[src/rtl/ram_rr_arbiter.sv]
// ram_rr_arbiter
// ----------------------------------------------------------------------------
// Two-requester round-robin arbiter in front of one single-port synchronous
// RAM. The RAM returns read data one cycle after mem_re.
//
// Each cycle at most one command (read or write) is accepted from one
// requester. That command is driven onto the RAM lines in the same cycle.
// Read data coming back from the RAM is steered to the requester that issued
// the read, and is marked by that requester's rvalid strobe.
//
// Ports
//   clk, rst_n        clock; asynchronous active-low reset
//   reqN, weN         requester N command valid; 1 = write, 0 = read
//   addrN, wdataN     requester N address and write data, held until ackN
//   ackN              requester N command consumed on this rising edge
//   rvalidN, rdataN   read result for requester N (rdataN valid when rvalidN)
//   mem_we, mem_re    RAM write / read enable (never both high)
//   mem_addr          RAM address
//   mem_wdata         RAM write data
//   mem_rdata         RAM registered read data, valid the cycle after mem_re
// ----------------------------------------------------------------------------
module ram_rr_arbiter #(
  parameter int ADDR_WIDTH = 3,
  parameter int DATA_WIDTH = 8
) (
  input  logic                  clk,
  input  logic                  rst_n,
  // requester 0
  input  logic                  req0,
  input  logic                  we0,
  input  logic [ADDR_WIDTH-1:0] addr0,
  input  logic [DATA_WIDTH-1:0] wdata0,
  output logic                  ack0,
  output logic                  rvalid0,
  output logic [DATA_WIDTH-1:0] rdata0,
  // requester 1
  input  logic                  req1,
  input  logic                  we1,
  input  logic [ADDR_WIDTH-1:0] addr1,
  input  logic [DATA_WIDTH-1:0] wdata1,
  output logic                  ack1,
  output logic                  rvalid1,
  output logic [DATA_WIDTH-1:0] rdata1,
  // RAM side
  output logic                  mem_we,
  output logic                  mem_re,
  output logic [ADDR_WIDTH-1:0] mem_addr,
  output logic [DATA_WIDTH-1:0] mem_wdata,
  input  logic [DATA_WIDTH-1:0] mem_rdata
);

  // last_gnt_q holds the index of the most recently granted requester. Its
  // reset value is 1, so requester 0 wins the first contended cycle.
  logic last_gnt_q, last_gnt_d;
  logic rvalid0_q,  rvalid0_d;
  logic rvalid1_q,  rvalid1_d;
  logic gnt0, gnt1;

  // --------------------------------------------------------------------------
  // Grant selection. rst_n is included here so that ack and the RAM enables
  // are forced low combinationally while reset is asserted, and not only
  // after the next clock edge.
  // --------------------------------------------------------------------------
  always_comb begin
    // NOTE: every signal assigned in always_comb gets a default first, so no
    // path leaves it unassigned and no latch is inferred.
    gnt0 = 1'b0;
    gnt1 = 1'b0;
    if (rst_n) begin
      if (req0 && (!req1 || last_gnt_q)) begin
        gnt0 = 1'b1;
      end else if (req1) begin
        gnt1 = 1'b1;
      end
    end
  end

  assign ack0 = gnt0;
  assign ack1 = gnt1;

  // --------------------------------------------------------------------------
  // RAM drive. With no grant the mux defaults to requester 0. The enables are
  // both low in that case, so the address and data values are don't-care.
  // --------------------------------------------------------------------------
  always_comb begin
    mem_addr  = gnt1 ? addr1  : addr0;
    mem_wdata = gnt1 ? wdata1 : wdata0;
    mem_we    = (gnt0 &&  we0) || (gnt1 &&  we1);
    mem_re    = (gnt0 && !we0) || (gnt1 && !we1);
  end

  // --------------------------------------------------------------------------
  // Next state. last_gnt holds its value when no command is accepted. Each
  // accepted read raises the issuer's rvalid for exactly the next cycle, which
  // is the cycle in which the RAM presents the data.
  // --------------------------------------------------------------------------
  always_comb begin
    last_gnt_d = last_gnt_q;
    if (gnt0) begin
      last_gnt_d = 1'b0;
    end else if (gnt1) begin
      last_gnt_d = 1'b1;
    end
    rvalid0_d = gnt0 && !we0;
    rvalid1_d = gnt1 && !we1;
  end

  always_ff @(posedge clk or negedge rst_n) begin
    if (!rst_n) begin
      // NOTE: sequential state uses non-blocking assignments, so every flop
      // samples values from before the edge, whatever the order of statements.
      last_gnt_q <= 1'b1;
      rvalid0_q  <= 1'b0;
      rvalid1_q  <= 1'b0;
    end else begin
      last_gnt_q <= last_gnt_d;
      rvalid0_q  <= rvalid0_d;
      rvalid1_q  <= rvalid1_d;
    end
  end

  assign rvalid0 = rvalid0_q;
  assign rvalid1 = rvalid1_q;

  // There is only one RAM read port, and only one read is outstanding at a
  // time. Both requesters can therefore see the RAM output directly. The
  // rvalid strobes decide which requester owns the data.
  assign rdata0 = mem_rdata;
  assign rdata1 = mem_rdata;

endmodule

[config.mk]
export PLATFORM = sky130hd
export DESIGN_NAME = ram_rr_arbiter
export DESIGN_NICKNAME = d
export VERILOG_FILES = /design/src/rtl/ram_rr_arbiter.sv
export SDC_FILE = /design/constraint.sdc
export NUM_CORES = 1
export LEC_CHECK = 0
export ABC_CLOCK_PERIOD_IN_PS = 2600
export CAP_MARGIN = 40
export CORE_AREA = 10 10 47 49
export DETAILED_ROUTE_END_ITERATION = 8
export DIE_AREA = 0 0 57 59
export DONT_BUFFER_PORTS = 1
export PLACE_DENSITY_LB_ADDON = 0.25
export SETUP_SLACK_MARGIN = 0.02
export SLEW_MARGIN = 20
export SYNTH_ARGS = -nofsm -noshare
export SYNTH_HDL_FRONTEND = slang
export SYNTH_SLANG_ARGS = --single-unit
[constraint.sdc]
create_clock -name clk -period 2.6 [get_ports clk]
set_input_delay 0.78 -clock clk [delete_from_list [all_inputs] [get_ports clk]]
set_output_delay 0.78 -clock clk [all_outputs]
set_load 0.02 [all_outputs]
==> results of run 1 <==
[kinds of logic (layout without fill, tap and decap cells)]
kind of cell	Yosys count	count (layout)	share of synthesized area, %
DFF	3	3	17.4
and+or+nand+nor	9	9	12.8
muxes	11	11	34.2
AOI/OAI and AO/OA	3	3	3.99
buffers and inverters	19	7	31.6
[state kept, by name, summed over array words and instances (netlist names)]
name,count
rvalid1,1
last_gnt_q,1
rvalid0,1
[cell type report]
type                            instances  share of cell area (%)
Sequential cell                         3                    21.1
Tap cell                               16                    5.54
Multi-Input combinational cell         23                    61.9
Clock buffer                            4                    7.27
Inverter                                2                    2.08
Timing Repair Buffer                    1                    2.08
[power by group]
part | internal [mW] | switching [mW] | leakage (nW)
clock network | 0.0579 | 0.0308 | 0.0150
logic | 0.0291 | 0.0450 | 0.129
registers | 0.0537 | 0.00498 | 0.0377
total | 0.141 | 0.0808 | 0.182
[metrics by stage]
step                power [mW]  hold slack (ns)  setup slack (ns)  util, %  cells
floorplan                0.163            0.484             0.301        -     45
global placement         0.134            0.485             0.306     23.9     45
detailed placement       0.135            0.485             0.285     23.9     45
CTS                      0.226            0.218             0.249     25.8     49
global route             0.231            0.218             0.207     25.8     49
finish                   0.221            0.225             0.271     25.8     49
[path summary, 6_finish.rpt]
kind | to | cells past startpoint
hold / removal | rvalid1$_DFF_PN0_ | 0
setup reg to reg | rvalid1$_DFF_PN0_ | 3
hold reg to reg | last_gnt_q$_DFFE_PN1P_ | 2
min in group clk | last_gnt_q$_DFFE_PN1P_ | 2
setup / recovery | mem_addr[1] | 3
max in group asynchronous | last_gnt_q$_DFFE_PN1P_ | 0
[Yosys cell counts]
master,n
buf_6,1
dfstp_2,1
nand2b_1,1
nand4_1,2
o22ai_1,1
nand2_1,2
mux2_2,4
buf_4,16
nand3_4,1
nand3_1,1
inv_1,2
nor2_1,2
mux2_4,7
dfrtp_1,2
a21oi_1,1
a31oi_1,1
[metal layers]
metal	wire, um	part of all wire (%)	track usage, %
met5	0	0	0
met4	34	2.8	7.05
met3	230	19	5.79
met2	604	51	9.15
met1	326	27	4.42
[critical path, delay by kind of cell, from the launching register on]
family	cells	cell delay, ns
flip-flops	1	0.54
multiplexers	1	0.43
AND/OR/NAND/NOR	2	0.33
==> run metrics, run 1 <==
outcome finished clean; Post-DP Area 335 um^2; max-slew violation count 0; clock period minus worst slack 2.33 ns; post-DR wirelength/cell 24.4 um; cell taking the most area after synthesis buf_4; Synth warnings 0; Min-Delay Path Class in2async; Worst R2R Setup Slack 1.55 ns; worst slew pin tran 0.243 ns; Initial DRT Pass Iterations 2; Design Area, Final 362 um^2; max incr delay on CP 0.54 ns; Yosys reg bits 3; crit path DAT 1.55 ns; Reg-to-Reg Start last_gnt_q$_DFFE_PN1P_; Crit-path slowest cell dfstp_2; vias in the first global route roughly 320; Leak between 0.15 and 0.2 nW; CP Launch Point last_gnt_q$_DFFE_PN1P_; crit path max fanout 14; Remaining DRCs 0; grt total ovfl 0; Top Ports ~70; critical path class reg2out; register area roughly 76 um^2; Power Density 613 nW/um^2; CTS tree built; dominant cells by area after synthesis buf_4, mux2_4, dfrtp_1; Layout Nets 70; initial DRC count 1; data required time at the worst endpoint 1.82 ns; Core Area approximately 1400 um^2; clk slew on worst S/H paths around 0.04 ns; relative slew slack between 80% and 90%; Initial Util between 30% and 40%; Num CTS Buffers 3; number of post-CTS setup repair buffers 0; crit path capture type primary output; most common cell after layout, fill and taps aside mux2_4; Post-CTS Hold Fix Bufs 0; routability-driven placement congestion ratio 0.708; commonest non-fill, non-tap cells in the layout mux2_4, mux2_2, clkbuf_4; fraction of layout cells with a size suffix above 1 roughly half; Max Clk Rate 429 MHz; Fin Setup TNS 0 ns; IR drop worst, VDD roughly 75 uV; antenna violations before repair 0; H-tree Lvls 1; clock buffer depth 2; RSZ-0062 raised after global routing false; Seq/Total Area, Yosys 17.4%; die area 3360 um^2; chip height 59 um; # fillers 154; Post-Syn Instances 45; I/O Buffers 0; DR vias 265; CTS sink count 3; Layout Skew 0.00578 ns; first-pass GRT wire length approximately 1600 um; post-DP HPWL 1020 um; via-per-instance ratio 5.41; Avg Inst Size Synth approximately 10 um^2; area delta synth->final -17.7%; max-cap violation count 0; Mapped Area 439 um^2; WL final between 1000 and 1500 um; post-synth top area share 27.4%; Net Count, Synth 81; Tcrit/Tclk final 89.6%; antenna-violating nets left 0; Worst-Skew Late Latency between 0.2 and 0.3 ns; # diodes 0; Die Span X 57 um; crit start category register; Global Route Usage Sum 6.24%; FP Rows 14; Final Setup Violations 0; post-cts resize count 0; area of the multi-input gates 224 um^2; Final Hold Vio Count 0; Root Driver clkbuf_4; Synth cell types 16; largest net degree at the start of global routing 15; Cell Chain, Critical Path nand2_1 -> nand3_4 -> mux2_2
Power figures use the tool's default switching activity.
==> inputs of run 2 (changes only) <==
--- a/config.mk
+++ b/config.mk
@@ -5,11 +5,11 @@
 export SDC_FILE = /design/constraint.sdc
 export NUM_CORES = 1
 export LEC_CHECK = 0
-export ABC_CLOCK_PERIOD_IN_PS = 2600
+export ABC_CLOCK_PERIOD_IN_PS = 2800
 export CAP_MARGIN = 40
-export CORE_AREA = 10 10 47 49
+export CORE_AREA = 2 2 39 41
 export DETAILED_ROUTE_END_ITERATION = 8
-export DIE_AREA = 0 0 57 59
+export DIE_AREA = 0 0 41 43
 export DONT_BUFFER_PORTS = 1
 export PLACE_DENSITY_LB_ADDON = 0.25
 export SETUP_SLACK_MARGIN = 0.02
==> constraint.sdc (replaced) <==
create_clock -name clk -period 2.8 [get_ports clk]
set_input_delay 0.84 -clock clk [delete_from_list [all_inputs] [get_ports clk]]
set_output_delay 0.84 -clock clk [all_outputs]
set_load 0.02 [all_outputs]
==> run 2 against run 1 <==
  * Setup slack improved by 0.066 ns
  * Hold slack improved by 0.078 ns
  * Count of clock-buffer cells in the layout did not move
  * Die area fell by 48%
  * Sequential cell count did not move
  * Design area fell by 2.1%
  * Global-route usage rose by 3.8 points
  * Utilization fell by 0.22 points
==> run metrics, run 2 (synthesis results as in run 1) <==
Layout Skew 0.00239 ns; critical path class in2out; H-tree Lvls 1; Leak roughly 0.18 nW; area delta synth->final -19.4%; CTS sink count 3; Top Ports 69; Crit-path slowest cell o22ai_1; Tcrit/Tclk final 88.0%; die area 1760 um^2; crit start category input port; Die Span X 41 um; first-pass GRT wire length 1130 um; most common cell after layout, fill and taps aside mux2_4; DR vias about 270; routed length on met2 380 um; antenna violations before repair 0; crit path DAT 1.62 ns; IR drop worst, VDD ~200 uV; RSZ-0062 raised after global routing false; clock buffer depth 2; clock period minus worst slack 2.46 ns; register area 76.3 um^2; post-DP HPWL between 600 and 700 um; Initial Util 31.7%; via-per-instance ratio between 5 and 6; post-cts resize count 0; met3 wire length 173 um; FP Rows 14; post-route core utilization 25.6%; Final Setup Violations 0; max incr delay on CP approximately 0.46 ns; clk slew on worst S/H paths roughly 0.04 ns; commonest non-fill, non-tap cells in the layout mux2_4, mux2_2, clkbuf_4; crit path max fanout 14; max-cap violation count 0; fraction of layout cells with a size suffix above 1 around 50%; CP top delay family compound AO/OA/AOI/OAI gates; Root Driver clkbuf_4; # fillers 151; data required time at the worst endpoint 1.96 ns; Power Density 561 nW/um^2; Remaining DRCs 0; area of the multi-input gates 224 um^2; Top Metal Used met4; Core Area 1380 um^2; Layout Nets 69; worst slew pin tran ~0.48 ns; outcome finished clean; antenna-violating nets left 0; CTS tree built; Final Hold Vio Count 0; Worst-Skew Late Latency 0.23 ns; Num CTS Buffers 3; max-slew violation count 0; grt total ovfl 0; # diodes 0; Fin Setup TNS 0 ns; relative slew slack 68.5%; Max Clk Rate a little over 400 MHz; Min-Delay Path Class in2async; I/O Buffers 0; largest net degree at the start of global routing 15; routability-driven placement congestion ratio 0.635; vias in the first global route 281; Crit path buffers/inverters 0; number of post-CTS setup repair buffers 0; crit path capture type primary output; M1 WL around 190 um; chip height 43 um; initial DRC count 5; post-DR wirelength/cell approximately 16 um; Post-CTS Hold Fix Bufs 0; Global Route Usage Sum between 10% and 20%; WL final roughly 770 um; Cell Chain, Critical Path nand2_1 -> nand3_4 -> o22ai_1; Initial DRT Pass Iterations 4
run 2: through the flow:
stage	power [mW]	area, um^2	hold slack [ns]	cells	worst slack, ns
6_report	0.199	354	0.302	48	0.337
5_1_grt	0.215	354	0.284	48	0.267
4_1_cts	0.204	354	0.291	48	0.316
3_5_place_dp	0.121	328	0.545	44	0.317
3_3_place_gp	0.120	328	0.516	44	0.342
2_1_floorplan	0.152	439	0.509	45	0.381
run 2: final cells by class:
type | instances | area share, %
Sequential cell | 3 | 21.6
Inverter | 2 | 2.12
Clock buffer | 4 | 7.42
Tap cell | 16 | 5.65
Multi-Input combinational cell | 23 | 63.3
run 2: where the power goes:
group | switching [mW] | internal [mW]
clock network | 0.0252 | 0.0536
logic | 0.0397 | 0.0256
registers | 0.00485 | 0.0499
run 2: per-layer routing:
| metal | up-vias | global-route usage [%] |
|---|---|---|
| met5 | - | 0 |
| met4 | 0 | 9.33 |
| met3 | 6 | 7.33 |
| met2 | 39 | 15.3 |
| met1 | 115 | 7.37 |
| li1 | 113 | - |
run 2: path summary, 6_finish.rpt:
kind	from	to	slack, ns	depth (start not counted)
min in group clk	last_gnt_q$_DFFE_PN1P_	last_gnt_q$_DFFE_PN1P_	0.55	2
max	req0	mem_re	0.34	3
min reg2reg	last_gnt_q$_DFFE_PN1P_	last_gnt_q$_DFFE_PN1P_	0.55	2
max in group asynchronous	rst_n	last_gnt_q$_DFFE_PN1P_	2.33	0
max reg2reg	last_gnt_q$_DFFE_PN1P_	rvalid1$_DFF_PN0_	1.75	3
min	rst_n	rvalid0$_DFF_PN0_	0.30	0
==> inputs of run 3 (changes only) <==
--- a/config.mk
+++ b/config.mk
@@ -5,7 +5,7 @@
 export SDC_FILE = /design/constraint.sdc
 export NUM_CORES = 1
 export LEC_CHECK = 0
-export ABC_CLOCK_PERIOD_IN_PS = 2800
+export ABC_CLOCK_PERIOD_IN_PS = 2000
 export CAP_MARGIN = 40
 export CORE_AREA = 2 2 39 41
 export DETAILED_ROUTE_END_ITERATION = 8
==> constraint.sdc (replaced) <==
create_clock -name clk -period 2 [get_ports clk]
set_input_delay 0.6 -clock clk [delete_from_list [all_inputs] [get_ports clk]]
set_output_delay 0.6 -clock clk [all_outputs]
set_load 0.02 [all_outputs]
==> run 3 against run 2 <==
  * Combinational power increased by 76%
  * Clock power up 35%
  * Setup slack got worse by 0.30 ns
  * Sequential power grew 42%
  * Utilization up 5.3 points
  * Register-to-register slack worse by 0.77 ns
  * Count of clock-buffer cells in the layout did not move
  * Global-route usage is 0.51 points higher
  * First-iteration DRC count increased to 3.4 times the previous value
  * Largest cell class unchanged
  * Largest power group is now combinational cells
==> run metrics, run 3 (synthesis results as in run 1) <==
outcome finished clean; first-pass GRT wire length 1240 um; vias in the first global route 300; area delta synth->final -2.56%; grt total ovfl 0; Top Ports 69; Fin Setup TNS 0 ns; relative slew slack 86.2%; FP Rows 14; # diodes 0; Final Hold Vio Count 0; Min-Delay Path Class in2async; Global Route Usage Sum 10.5%; I/O Buffers 0; most common cell after layout, fill and taps aside mux2_4; antenna violations before repair 0; final hold slack roughly 0.065 ns; initial DRC count 17; fraction of layout cells with a size suffix above 1 63.9%; Max Clk Rate 510 MHz; Initial DRT Pass Iterations 5; DR vias 305; Initial Util a little under a third; Worst-Skew Late Latency 0.23 ns; IR drop worst, VDD 334 uV; crit path capture type primary output; die area 1760 um^2; Layout Nets 73; CP Launch Point last_gnt_q$_DFFE_PN1P_; Crit-path slowest cell dfstp_2; Layout Skew around 0.00058 ns; Reg2Reg Depth 4; largest net degree at the start of global routing 11; Design Area, Final 428 um^2; Power Density 698 nW/um^2; Core Area 1380 um^2; PnR Total Power between 200 and 300 uW; max-slew violation count 0; # placed instances 45; Remaining DRCs 0; non-filler cells, final 52; RSZ-0062 raised after global routing true; worst r2r dst rvalid1$_DFF_PN0_; Final Setup Violations 0; clk slew on worst S/H paths 0.04 ns; CTS tree built; chip height 43 um; antenna-violating nets left 0; crit path DAT roughly 1.4 ns; Leak 0.222 nW; crit start category register; CTS sink count 3; Post-DP Area 335 um^2; WL final 885 um; clock period minus worst slack 1.96 ns; routability-driven placement congestion ratio 0.664; H-tree Lvls 1; max-cap violation count 0; data required time at the worst endpoint 1.40 ns; via-per-instance ratio 5.87; Num CTS Buffers 3; max incr delay on CP 0.55 ns; Reg-to-Reg Start last_gnt_q$_DFFE_PN1P_; Root Driver clkbuf_4; clock buffer depth 2; critical path class reg2out; pre-CTS setup slack 0.0577 ns; crit path max fanout 7; post-DR wirelength/cell 17.0 um; Cell Chain, Critical Path nand2_4 -> nand3_4 -> mux2_4; Tcrit/Tclk final between 90 and 100%; post-route core utilization 30.9%; commonest non-fill, non-tap cells in the layout mux2_4, clkbuf_4, buf_4; Worst R2R Setup Slack 0.98 ns; Final Worst Setup Slack ~0.039 ns; Die Span X 41 um; worst slew pin tran 0.207 ns
run 3: timing repair:
item	4_1_cts	5_1_grt
setup buffers	2	0
setup endpoints to repair	11	8
hold buffers	0	0
resized for setup	7	2
gates cloned	1	0
pin swaps	1	0
run 3: worst max-delay path: cells and delay by family (launching register included):
kind,cells,cell delay (ns)
DFF,1,0.55
muxes,1,0.36
and+or+nand+nor,2,0.22
run 3: area by class of cell:
cell class | count | area [um^2]
inverters | 2 | 7.51
multi-input cells | 24 | 275
well taps | 16 | 20.0
flip-flops and latches | 3 | 76.3
clock buffers | 4 | 26.3
fillers | 143 | 956
repair buffers | 3 | 22.5
run 3: power by group:
part	internal (mW)	total (mW)	switching (mW)
combinational	0.0525	0.115	0.0629
clock	0.0747	0.106	0.0308
sequential	0.0699	0.0777	0.00779
run 3: layer usage:
layer  global-route usage [%]  vias to the layer above  share of wire, %
li1                         -                      126                 -
met1                     10.9                      136                30
met2                     16.3                       41                51
met3                     5.76                        2                19
met4                     5.33                        0              0.56
met5                        0                        -                 0
run 3: worst max-delay path by stage:
stage	to	slack, ns
finish	mem_addr[1]	0.04
floorplan	mem_re	0.06
detailed placement	mem_addr[1]	0.06
global placement	mem_addr[1]	0.07
CTS	mem_addr[1]	0.03
global route	mem_wdata[6]	-0.003
